[config.mk]
export PLATFORM = sky130hd
export DESIGN_NAME = program_loader
export DESIGN_NICKNAME = d
export VERILOG_FILES = /design/src/rtl/program_loader.sv
export SDC_FILE = /design/constraint.sdc
export NUM_CORES = 1
export LEC_CHECK = 0
export BUFFER_PORTS_ARGS = -buffer_cell sky130_fd_sc_hd__buf_2
export CORE_ASPECT_RATIO = 1.1
export CORE_MARGIN = 4
export CORE_UTILIZATION = 25
export CTS_CLUSTER_SIZE = 10
export DETAILED_ROUTE_END_ITERATION = 8
export HOLD_SLACK_MARGIN = 0.15
export MAX_ROUTING_LAYER = met4
export PLACE_DENSITY = 0.52
export SYNTH_ARGS = -nofsm -noshare
export SYNTH_HDL_FRONTEND = slang
export SYNTH_SLANG_ARGS = --single-unit
[constraint.sdc]
create_clock -name clock -period 5.9 [get_ports clock]
set_clock_uncertainty 0.05 [all_clocks]
set_input_delay 0.59 -clock clock [delete_from_list [all_inputs] [get_ports clock]]
set_output_delay 0.59 -clock clock [all_outputs]
set_load 0.01 [all_outputs]
[src/rtl/program_loader.sv]
// Boot-time instruction-memory loader: length-prefixed byte stream in, big-endian 32-bit words written out.
// Optional feature macro LOADER_CHECKSUM_EN adds a trailing XOR checksum byte and the CHECK state.
module program_loader #(
    parameter int unsigned ADDR_WIDTH = 12,
    parameter int unsigned BASE_ADDR  = 0
) (
    input  logic                  clock,
    input  logic                  reset_n,
    input  logic                  start,
    input  logic [7:0]            byte_in,
    input  logic                  byte_valid,
    output logic                  byte_ready,
    output logic                  mem_we,
    output logic [ADDR_WIDTH-1:0] mem_addr,
    output logic [31:0]           mem_data,
    output logic                  busy,
    output logic                  done,
    output logic                  error,
    output logic [ADDR_WIDTH:0]   words_loaded
);
    localparam int unsigned CNT_W     = 16;
    localparam int unsigned MAX_WORDS = (32'd1 << ADDR_WIDTH) - BASE_ADDR;

    typedef enum logic [2:0] {
        S_IDLE,
        S_LEN_HI,
        S_LEN_LO,
        S_DATA,
        S_DONE,
`ifdef LOADER_CHECKSUM_EN
        S_CHECK,
`endif
        S_ERROR
    } state_t;

    state_t           state;
    state_t           state_next;
    logic [CNT_W-1:0] count;
    logic [1:0]       byte_idx;
    logic [23:0]      shift;
    logic             start_acc;
    logic             word_end;
    logic             last_word;
    logic             len_bad;
    logic             busy_next;
`ifdef LOADER_CHECKSUM_EN
    logic [7:0]       csum;
`endif

    assign last_word = (32'(words_loaded) + 32'd1) == 32'(count);
    // Evaluated while the low length byte is on byte_in, before it is latched.
    assign len_bad   = ({count[CNT_W-1:8], byte_in} == 16'd0) ||
                       (32'({count[CNT_W-1:8], byte_in}) > MAX_WORDS);

    always_ff @(posedge clock or negedge reset_n) begin
        if (!reset_n) state <= S_IDLE;
        else          state <= state_next;
    end

    always_comb begin
        state_next = state;
        byte_ready = 1'b0;
        start_acc  = 1'b0;
        word_end   = 1'b0;
        case (state)
            S_IDLE, S_DONE, S_ERROR: begin
                // The trailing write cycle of the last word still counts as busy.
                if (start && !mem_we) begin
                    start_acc  = 1'b1;
                    state_next = S_LEN_HI;
                end
            end
            S_LEN_HI: begin
                byte_ready = 1'b1;
                if (byte_valid) state_next = S_LEN_LO;
            end
            S_LEN_LO: begin
                byte_ready = 1'b1;
                if (byte_valid) state_next = len_bad ? S_ERROR : S_DATA;
            end
            S_DATA: begin
                byte_ready = 1'b1;
                if (byte_valid && byte_idx == 2'd3) begin
                    word_end = 1'b1;
`ifdef LOADER_CHECKSUM_EN
                    if (last_word) state_next = S_CHECK;
`else
                    if (last_word) state_next = S_DONE;
`endif
                end
            end
`ifdef LOADER_CHECKSUM_EN
            S_CHECK: begin
                byte_ready = 1'b1;
                if (byte_valid) state_next = (byte_in == csum) ? S_DONE : S_ERROR;
            end
`endif
            default: state_next = S_IDLE;
        endcase
        busy_next = word_end || !(state_next inside {S_IDLE, S_DONE, S_ERROR});
    end

    // Datapath: length capture, word assembly, write port and status flags.
    always_ff @(posedge clock or negedge reset_n) begin
        if (!reset_n) begin
            count        <= '0;
            byte_idx     <= '0;
            shift        <= '0;
            mem_we       <= 1'b0;
            mem_addr     <= '0;
            mem_data     <= '0;
            busy         <= 1'b0;
            done         <= 1'b0;
            error        <= 1'b0;
            words_loaded <= '0;
`ifdef LOADER_CHECKSUM_EN
            csum         <= '0;
`endif
        end else begin
            mem_we <= word_end;
            busy   <= busy_next;
            if (start_acc) begin
                done         <= 1'b0;
                error        <= 1'b0;
                words_loaded <= '0;
                byte_idx     <= '0;
`ifdef LOADER_CHECKSUM_EN
                csum         <= '0;
`endif
            end else begin
                if (state_next == S_DONE && state != S_DONE)   done  <= 1'b1;
                if (state_next == S_ERROR && state != S_ERROR) error <= 1'b1;
            end
            if (byte_ready && byte_valid) begin
                case (state)
                    S_LEN_HI: count[CNT_W-1:8] <= byte_in;
                    S_LEN_LO: count[7:0]       <= byte_in;
                    S_DATA: begin
                        shift    <= {shift[15:0], byte_in};
                        byte_idx <= byte_idx + 2'd1;
`ifdef LOADER_CHECKSUM_EN
                        csum     <= csum ^ byte_in;
`endif
                    end
                    default: ;
                endcase
            end
            if (word_end) begin
                mem_addr     <= ADDR_WIDTH'(BASE_ADDR) + ADDR_WIDTH'(words_loaded);
                mem_data     <= {shift, byte_in};
                words_loaded <= words_loaded + (ADDR_WIDTH + 1)'(1);
            end
        end
    end
endmodule
==> results_dict.tcl, run 1 <==
set metrics [dict create \
    status "completed" \
    finalCritPeriodShare_pct 48.2 \
    rsz0062_at_grt "no" \
    synth_edf_count 0 \
    met1_usage_pct 15.8 \
    p_seq_share_pct 47.7 \
    final_area_um2 5610 \
    hpwl_mm 8.50 \
    grt_max_degree 62 \
    grt.total_usage_pct 12.5 \
    cap_violations 0 \
    clockPowerShare_pct 26.0 \
    worstMarginPinSlew_ns 1.01 \
    worstSkewPairLatency_ns 0.36 \
    path_buf_inv 2 \
    gr-total-overflow 0 \
    grt_util_met2_pct 20.1 \
    switching_share_pct 35.8 \
    vias 3796 \
    crit_path_end_kind "flip-flop" \
    cts_resized 0 \
    fill_cells 2005 \
    met3_usage_pct 2.67 \
    antenna_found_initial 0 \
    fin_setup_tns_ns 0 \
    core_area_um2 18500 \
    vdd_drop_max_mv 0.157 \
    gp_congestion 0.815 \
    synth_largest_area_cell "dfrtp_1" \
    critical_path_class "reg -> reg" \
    cellLeakagePower_nw 2.94 \
    numPortBuffers 73 \
    start_util_pct 25.6 \
    max_slew_margin_pct 32.5 \
    synthTopCellsByCount "nand2_1 (245), dfrtp_1 (106), o21ai_0 (17)" \
    ys_ff_latch 106 \
    cts_setup_buffers 0 \
    worst_setup_path_start_kind "flip-flop" \
    n_antenna_cell 0 \
    syn_nets 536 \
    fp.dieH_um 152 \
    critPathRequiredTime_ns 6.15 \
    drive_gt1_share_pct 18.2 \
    clkTransAtPathRegs_ns 0.08 \
    drc 0 \
    wl_per_cell_um 14.8 \
    setup-violations-final 0 \
    worst_path_max_delay_cell "and4b_1" \
    cts_buffers 9 \
    syn_area_um2 4730 \
    synth-async-reset-ratio_pct 100 \
    syn_inst 522 \
    synthTopCellsByArea "dfrtp_1 (56%), nand2_1 (19%), mux2_2 (2.1%)" \
    synth_top_area_share_pct 56.1 \
    p_sw_mw 0.856 \
    first_pass_iters 4 \
    synth.distinct_cells 48 \
    fp-row-count 52 \
    syn_to_final_growth_pct 18.5 \
    period_needed_ns 2.84 \
    syn_avg_cell_area_um2 9.07 \
    yosysMostFrequentCell "nand2_1" \
    critPathMostFrequentCell "nand2_1" \
    die-area_um2 21200 \
    timing.fmax_mhz 352 \
    ys_seq_area_share_pct 56.1 \
    clock_path_buffers 2 \
    min_path_type "in -> async" \
    die_x_um 139 \
    final_max_slew_viol_count 0 \
    hold_violations 0 \
    root_buffer "clkbuf_16" \
    intPower_mw 1.53 \
    arrival_ns 3.10 \
    final_nets 596 \
    ant_nets 0 \
    grt_pass1_wl_mm 20.9 \
    placed_area_um2 5300 \
    power_density_nw_per_um2 426 \
    crit_fanout 31 \
    pwr-share-comb_pct 26.3 \
    crit_chain "and4b_1 > nand2_2 > inv_1 > buf_4 > nand2_1 > nand2_1" \
    h-tree-depth 3 \
    timing.hold.ws_ns 0.214 \
    cts_tree "yes" \
    critPathTopFamily "simple AND/OR/NAND/NOR gates" \
    wl_mm 12.3 \
    cts_hold_buf 0 \
    io_pins 74 \
    max_stage_delay_ns 0.93 \
    ys_warn_count 0 \
    avgViaCountPerCell 4.57 \
    drt_iter0_drc 194 \
    cts_sinks 106 \
    grt_pass1_vias 3847 \
    synth_flop_cell "dfrtp_1" \
    grt.busiest_layer "met2" \
]
-- registers in the layout, summed over array words and instances, names as in the netlist --
name          flops
done              1
words_loaded     13
byte_idx          2
shift            24
error             1
mem_we            1
mem_addr         12
busy              1
state             3
count            16
mem_data         32
-- metal layers --
metal	routed length, µm	vias up
met4	170	0
li1	-	1826
met5	0	-
met1	5370	1871
met3	566	12
met2	6220	87
-- final cells by class --
cell class              instances  area, µm²  area share, %
flip-flops and latches        106       2650           47.3
well taps                     243        304           5.42
multi-input cells             383       1930           34.5
clock inverters                 6       65.1           1.16
repair buffers                 76        390           6.96
inverters                       6       22.5          0.402
clock buffers                  10        239           4.26
-- power groups by stage --
stage / clock network [mW] / logic (mW) / registers, mW
floorplan: 0 / 0.414 / 1.13
global placement: 0 / 0.625 / 1.15
detailed placement: 0 / 0.640 / 1.16
CTS: 0.642 / 0.644 / 1.14
global route: 0.671 / 0.724 / 1.18
finish: 0.620 / 0.629 / 1.14
-- layout by cell type (no fill, tap or decap), drive strengths merged, types with 2 or more instances in the layout --
cell type,count
a21o,2
a21oi,5
a31oi,3
and3,4
and4,2
buf,76
clkbuf,10
dfrtp,106
ha,2
inv,11
mux2,9
mux2i,2
nand2,245
nand2b,5
nand3,12
nand4,5
nor2,9
nor2b,5
nor3,3
nor3b,3
nor4,4
o211a,2
o211ai,2
o21ai,20
o31ai,5
or4,6
xnor2,8
xor2,8
-- worst reg2reg max path, delay by kind of cell (launching register included) --
family / cells / cell delay (ns)
buffers and inverters: 2 / 0.97
DFF: 1 / 0.49
and+or+nand+nor: 4 / 1.27
-- per-stage QoR --
stage               std cells  setup WS, ns  util (%)  total power [mW]
finish                    830          3.06      30.3              2.39
global route              830          2.73      30.3              2.57
CTS                       830          2.99      30.3              2.43
detailed placement        814          2.85      28.7              1.80
global placement          814          2.93      28.7              1.77
floorplan                 522          3.61         -              1.54
-- final timing paths --
| kind | from | end | slack (ns) | cells past startpoint |
|---|---|---|---|---|
| worst max-delay path | state[2]$_DFF_PN0_ | mem_data[19]$_DFFE_PN0P_ | 3.06 | 6 |
| worst min-delay path | reset_n | words_loaded[8]$_DFFE_PN0P_ | 0.21 | 1 |
| worst max register to register | state[2]$_DFF_PN0_ | mem_data[19]$_DFFE_PN0P_ | 3.06 | 6 |
| worst min register to register | mem_addr[7]$_DFFE_PN0P_ | mem_addr[7]$_DFFE_PN0P_ | 0.42 | 2 |
| max in group asynchronous | reset_n | count[13]$_DFFE_PN0P_ | 4.42 | 2 |
| min in group clock | mem_addr[7]$_DFFE_PN0P_ | mem_addr[7]$_DFFE_PN0P_ | 0.42 | 2 |
-- cells by family after synthesis --
family,after synthesis,share of synthesized area [%]
flops,106,56.1
xor+xnor,16,2.96
compound gates,48,6.48
buf+inv,33,3.15
simple gates,306,28.3
fa+ha+maj,2,0.529
mux,11,2.56
(Power assumes the default switching activity.)
==> run 2: changes to the inputs <==
PLACE_DENSITY = 0.53   (was 0.52)
clock period = 2.5 ns   (was 5.9 ns; I/O delays follow)
==> results_dict.tcl, run 2 (same netlist as run 1, synthesis figures left out) <==
set metrics [dict create \
    grt_pass1_wl_mm 21.0 \
    hpwl_mm 8.87 \
    ant_nets 0 \
    max_slew_margin_pct 62.3 \
    antenna_found_initial 0 \
    intPower_mw 3.65 \
    drc 0 \
    status "completed" \
    hold_violations 0 \
    regArea_um2 2650 \
    fin_setup_tns_ns 0 \
    n_antenna_cell 0 \
    gp_congestion 0.821 \
    rsz0062_at_grt "no" \
    crit_fanout 5 \
    grt_max_degree 41 \
    p_sw_mw 2.03 \
    fp-row-count 52 \
    top_layer "met4" \
    final_max_slew_viol_count 0 \
    period_needed_ns 2.32 \
    drive_gt1_share_pct 20.1 \
    layout_common_cells "nand2_1 (244), dfrtp_1 (105), buf_2 (72), o21ai_0 (17), buf_4 (17)" \
    dpl_worst_slack_ns 0.197 \
    critPathMostFrequentCell "or4_1" \
    timing.fmax_mhz 431 \
    arrival_ns 2.49 \
    gr-total-overflow 0 \
    die_x_um 139 \
    wl_met3_um 637 \
    p_seq_share_pct 47.0 \
    start_util_pct 25.6 \
    h-tree-depth 3 \
    core_area_um2 18500 \
    multi_input_area_um2 1930 \
    avgViaCountPerCell 4.47 \
    max_stage_delay_ns 0.54 \
    syn_to_final_growth_pct 23.1 \
    first_pass_iters 4 \
    switching_share_pct 35.7 \
    worst_path_max_delay_cell "dlygate4sd3_1" \
    clockPowerShare_pct 25.2 \
    wl_mm 12.6 \
    io_pins 74 \
    critPathTopFamily "simple AND/OR/NAND/NOR gates" \
    pwr-share-comb_pct 27.9 \
    power_density_nw_per_um2 974 \
    path_buf_inv 2 \
    final_common_cell "nand2_1" \
    die-area_um2 21200 \
    setup-violations-final 0 \
    crit_chain "dlygate4sd3_1 > buf_2 > or4_1 > or4_1 > nand4_1 > and2_1 > a311o_1 > o21ai_1" \
    fill_cells 1974 \
    top_regs "mem_data: 32 flops, shift: 24 flops, count: 16 flops" \
    worstSkewPairLatency_ns 0.35 \
    vias 3815 \
    setup_ws_ns 0.177 \
    drt_iter0_drc 250 \
    vdd_drop_max_mv 0.442 \
    critPathRequiredTime_ns 2.67 \
    max_flop_register "mem_data" \
    cts_tree "yes" \
    root_buffer "clkbuf_16" \
    numPortBuffers 73 \
    wl_per_cell_um 14.7 \
    cts_sinks 106 \
    fp.dieH_um 152 \
    wl_met1_mm 5.72 \
    wl_met2_mm 6.04 \
    crit_path_end_kind "flip-flop" \
    clock_path_buffers 2 \
    critical_path_class "in -> reg" \
    worstMarginPinSlew_ns 0.566 \
    grt.total_usage_pct 12.6 \
    min_path_type "in -> reg" \
    grt_pass1_vias 3756 \
    worst_setup_path_start_kind "input port" \
    clkTransAtPathRegs_ns 0.08 \
    cap_violations 0 \
    cellLeakagePower_nw 3.06 \
    final_nets 620 \
    cts_buffers 9 \
    largest_reg_flops 32 \
    finalCritPeriodShare_pct 92.9 \
]
==> run 2: cell types whose count changed in the layout (fill, tap and decap cells not counted), sizes merged <==
cell / before / now
clkbuf: 10 / 9
inv: 11 / 10
clkinv: 1 / 3
buf: 76 / 91
dlygate4sd3: 0 / 9
==> run 2: cell type report <==
cell class / count / area share, %
clock buffer: 9 / 3.87
clock inverter: 7 / 1.20
inverter: 6 / 0.387
multi-input combinational: 383 / 33.2
sequential: 106 / 45.5
tap: 243 / 5.22
timing repair buffer: 100 / 10.6
==> run 2: tightest hold or removal path: stages <==
cell      delay, ns
buf_2          0.10
nand2b_1       0.09
a31oi_1        0.11
o21ai_1        0.08
==> run 2: stage by stage <==
| step | total power, mW | std cells | utilization [%] | hold WS [ns] | instance area (µm²) |
|---|---|---|---|---|---|
| final | 5.68 | 854 | 31.5 | 0.261 | 5830 |
| after global routing | 6.11 | 854 | 31.5 | 0.272 | 5830 |
| after CTS | 5.78 | 854 | 31.5 | 0.252 | 5830 |
| after detailed placement | 4.31 | 829 | 29.4 | 0.236 | 5440 |
| after global placement | 4.29 | 829 | 29.4 | 0.231 | 5440 |
| after floorplan | 3.64 | 522 | - | -0.0956 | 4730 |
==> run 2: power by group through the flow <==
stage          combinational (mW)  sequential [mW]  clock (mW)
2_1_floorplan               0.976             2.66           0
3_3_place_gp                 1.58             2.70           0
3_5_place_dp                 1.61             2.70           0
4_1_cts                      1.62             2.68        1.48
5_1_grt                      1.81             2.75        1.55
6_report                     1.58             2.67        1.43
==> run 2: path summary, 6_finish.rpt <==
path                            cells past startpoint                       end  slack (ns)                   startpoint
worst min-delay path                                4        state[2]$_DFF_PN0_        0.26                        start
worst max register to register                      7            busy$_DFF_PN0_        0.22  words_loaded[0]$_DFFE_PN0P_
min in group asynchronous                           2   mem_addr[7]$_DFFE_PN0P_        0.37                      reset_n
worst max-delay path                                8            busy$_DFF_PN0_        0.18                   byte_in[1]
max in group asynchronous                           3  mem_data[16]$_DFFE_PN0P_        1.42                      reset_n
worst min register to register                      2  mem_data[27]$_DFFE_PN0P_        0.42        shift[19]$_DFFE_PN0P_
==> run 2: per-layer routing <==
| layer | vias to the layer above | GRT usage [%] |
|---|---|---|
| met5 | - | - |
| met4 | 0 | 3.49 |
| met3 | 16 | 2.79 |
| met2 | 96 | 19.7 |
| met1 | 1831 | 16.5 |
| li1 | 1872 | - |
==> run 2: what timing repair did <==
action,4_1_cts,5_1_grt
gates resized for setup,0,1
endpoints found under the hold margin,61,0
endpoints found under the setup margin,0,2
buffers inserted,0,0
hold buffers,9,0
==> run 3: changes to the inputs <==
PLACE_DENSITY = 0.52   (was 0.53)
==> results_dict.tcl, run 3 (same netlist as run 1, synthesis figures left out) <==
set metrics [dict create \
    clkTransAtPathRegs_ns 0.07 \
    pwr-share-comb_pct 27.7 \
    status "completed" \
    critPathTopFamily "simple AND/OR/NAND/NOR gates" \
    grt_max_degree 43 \
    final_max_slew_viol_count 0 \
    final_area_um2 5820 \
    layout_common_cells "nand2_1 (244), dfrtp_1 (105), buf_2 (72), o21ai_0 (17), buf_4 (17)" \
    setup-violations-final 0 \
    crit_chain "dlygate4sd3_1 > buf_2 > or4_1 > o31ai_1 > nand4_1 > and2_1 > a311o_1 > o21ai_1" \
    power_density_nw_per_um2 975 \
    worst_setup_path_start_kind "input port" \
    switching_share_pct 35.4 \
    fin_setup_tns_ns 0 \
    clockPowerShare_pct 25.4 \
    cap_violations 0 \
    placed_area_um2 5420 \
    final_common_cell "nand2_1" \
    period_needed_ns 2.33 \
    gp_congestion 0.841 \
    cts_buffers 9 \
    ant_nets 0 \
    vdd_drop_max_mv 0.395 \
    drt_iter0_drc 226 \
    clock_path_buffers 2 \
    min_path_type "in -> reg" \
    core_area_um2 18500 \
    hold_violations 0 \
    timing.fmax_mhz 429 \
    fp-row-count 52 \
    antenna_found_initial 0 \
    timing.hold.ws_ns 0.243 \
    gr-total-overflow 0 \
    wl_per_cell_um 14.6 \
    crit_path_end_kind "flip-flop" \
    drive_gt1_share_pct 20.2 \
    p_sw_mw 2.01 \
    critPathRequiredTime_ns 2.73 \
    regArea_um2 2650 \
    drc 0 \
    path_buf_inv 2 \
    crit_fanout 5 \
    multi_input_area_um2 1940 \
    intPower_mw 3.67 \
    cts_sinks 106 \
    arrival_ns 2.56 \
    worst_path_max_delay_cell "dlygate4sd3_1" \
    h-tree-depth 3 \
    io_pins 74 \
    max_flop_register "mem_data" \
    first_pass_iters 4 \
    largest_reg_flops 32 \
    avgViaCountPerCell 4.51 \
    wl_mm 12.5 \
    syn_to_final_growth_pct 23.0 \
    p_seq_share_pct 46.9 \
    vias 3846 \
    die_x_um 139 \
    root_buffer "clkbuf_16" \
    grt.total_usage_pct 12.4 \
    worstMarginPinSlew_ns 0.605 \
    rsz0062_at_grt "no" \
    die-area_um2 21200 \
    worstSkewPairLatency_ns 0.35 \
    critical_path_class "in -> reg" \
    grt_pass1_wl_mm 20.6 \
    max_slew_margin_pct 59.7 \
    finalCritPeriodShare_pct 93.3 \
    hpwl_mm 8.89 \
    fill_cells 1989 \
    start_util_pct 25.6 \
    top_regs "mem_data: 32 flops, shift: 24 flops, count: 16 flops" \
    final_nets 619 \
    max_stage_delay_ns 0.53 \
    fp.dieH_um 152 \
    n_antenna_cell 0 \
    numPortBuffers 73 \
    grt_pass1_vias 3806 \
    cts_tree "yes" \
    cellLeakagePower_nw 3.05 \
    cts_setup_buffers 0 \
]
run 3: layer usage:
| layer | share of wire, % | routed length [µm] | global-route usage [%] |
|---|---|---|---|
| met1 | 45 | 5650 | 15.4 |
| met2 | 50 | 6240 | 20.4 |
| met3 | 3.5 | 443 | 2.64 |
| met4 | 1.2 | 153 | 3.49 |
| met5 | 0 | 0 | - |
run 3: final cells by class:
class / count / share of cell area [%]
clock buffer: 10 / 4.11
sequential: 106 / 45.6
inverter: 6 / 0.387
clock inverter: 6 / 1.12
timing repair buffer: 99 / 10.3
multi-input combinational: 383 / 33.3
tap: 243 / 5.22
run 3: worst paths after layout:
kind                                                   from                     endpoint  slack, ns  depth (start not counted)
worst max-delay path                             byte_in[1]               busy$_DFF_PN0_       0.17                          8
worst min register to register      mem_addr[7]$_DFFE_PN0P_      mem_addr[7]$_DFFE_PN0P_       0.42                          2
min in group asynchronous                           reset_n  words_loaded[6]$_DFFE_PN0P_       0.40                          2
max in group asynchronous                           reset_n  words_loaded[9]$_DFFE_PN0P_       1.25                          3
worst min-delay path                                  start           state[2]$_DFF_PN0_       0.24                          4
worst max register to register  words_loaded[3]$_DFFE_PN0P_           state[2]$_DFF_PN0_       0.22                          6
run 3: metrics by stage:
stage          std cells  worst slack [ns]  total power [mW]  utilization (%)
6_report             853             0.166              5.68             31.5
5_1_grt              853            0.0784              6.10             31.5
4_1_cts              853             0.111              5.79             31.5
3_5_place_dp         828             0.129              4.28             29.3
3_3_place_gp         828             0.239              4.25             29.3
2_1_floorplan        522             0.215              3.64                -
run 3: worst min-delay path, stage by stage:
cell      delay, ns
buf_2          0.10
nand2b_1       0.09
a31oi_1        0.10
o21ai_1        0.07
run 3: power groups by stage:
stage / Sequential [mW] / Combinational (mW) / Clock, mW
5_1_grt: 2.74 / 1.78 / 1.57
6_report: 2.66 / 1.57 / 1.44
3_3_place_gp: 2.69 / 1.56 / 0
2_1_floorplan: 2.66 / 0.976 / 0
4_1_cts: 2.67 / 1.60 / 1.51
3_5_place_dp: 2.70 / 1.59 / 0
run 3: what timing repair did:
| item | CTS | global route |
|---|---|---|
| hold buffers | 9 | 0 |
| resized for setup | 0 | 2 |
| setup endpoints to repair | 0 | 5 |
| hold endpoints to repair | 65 | 0 |
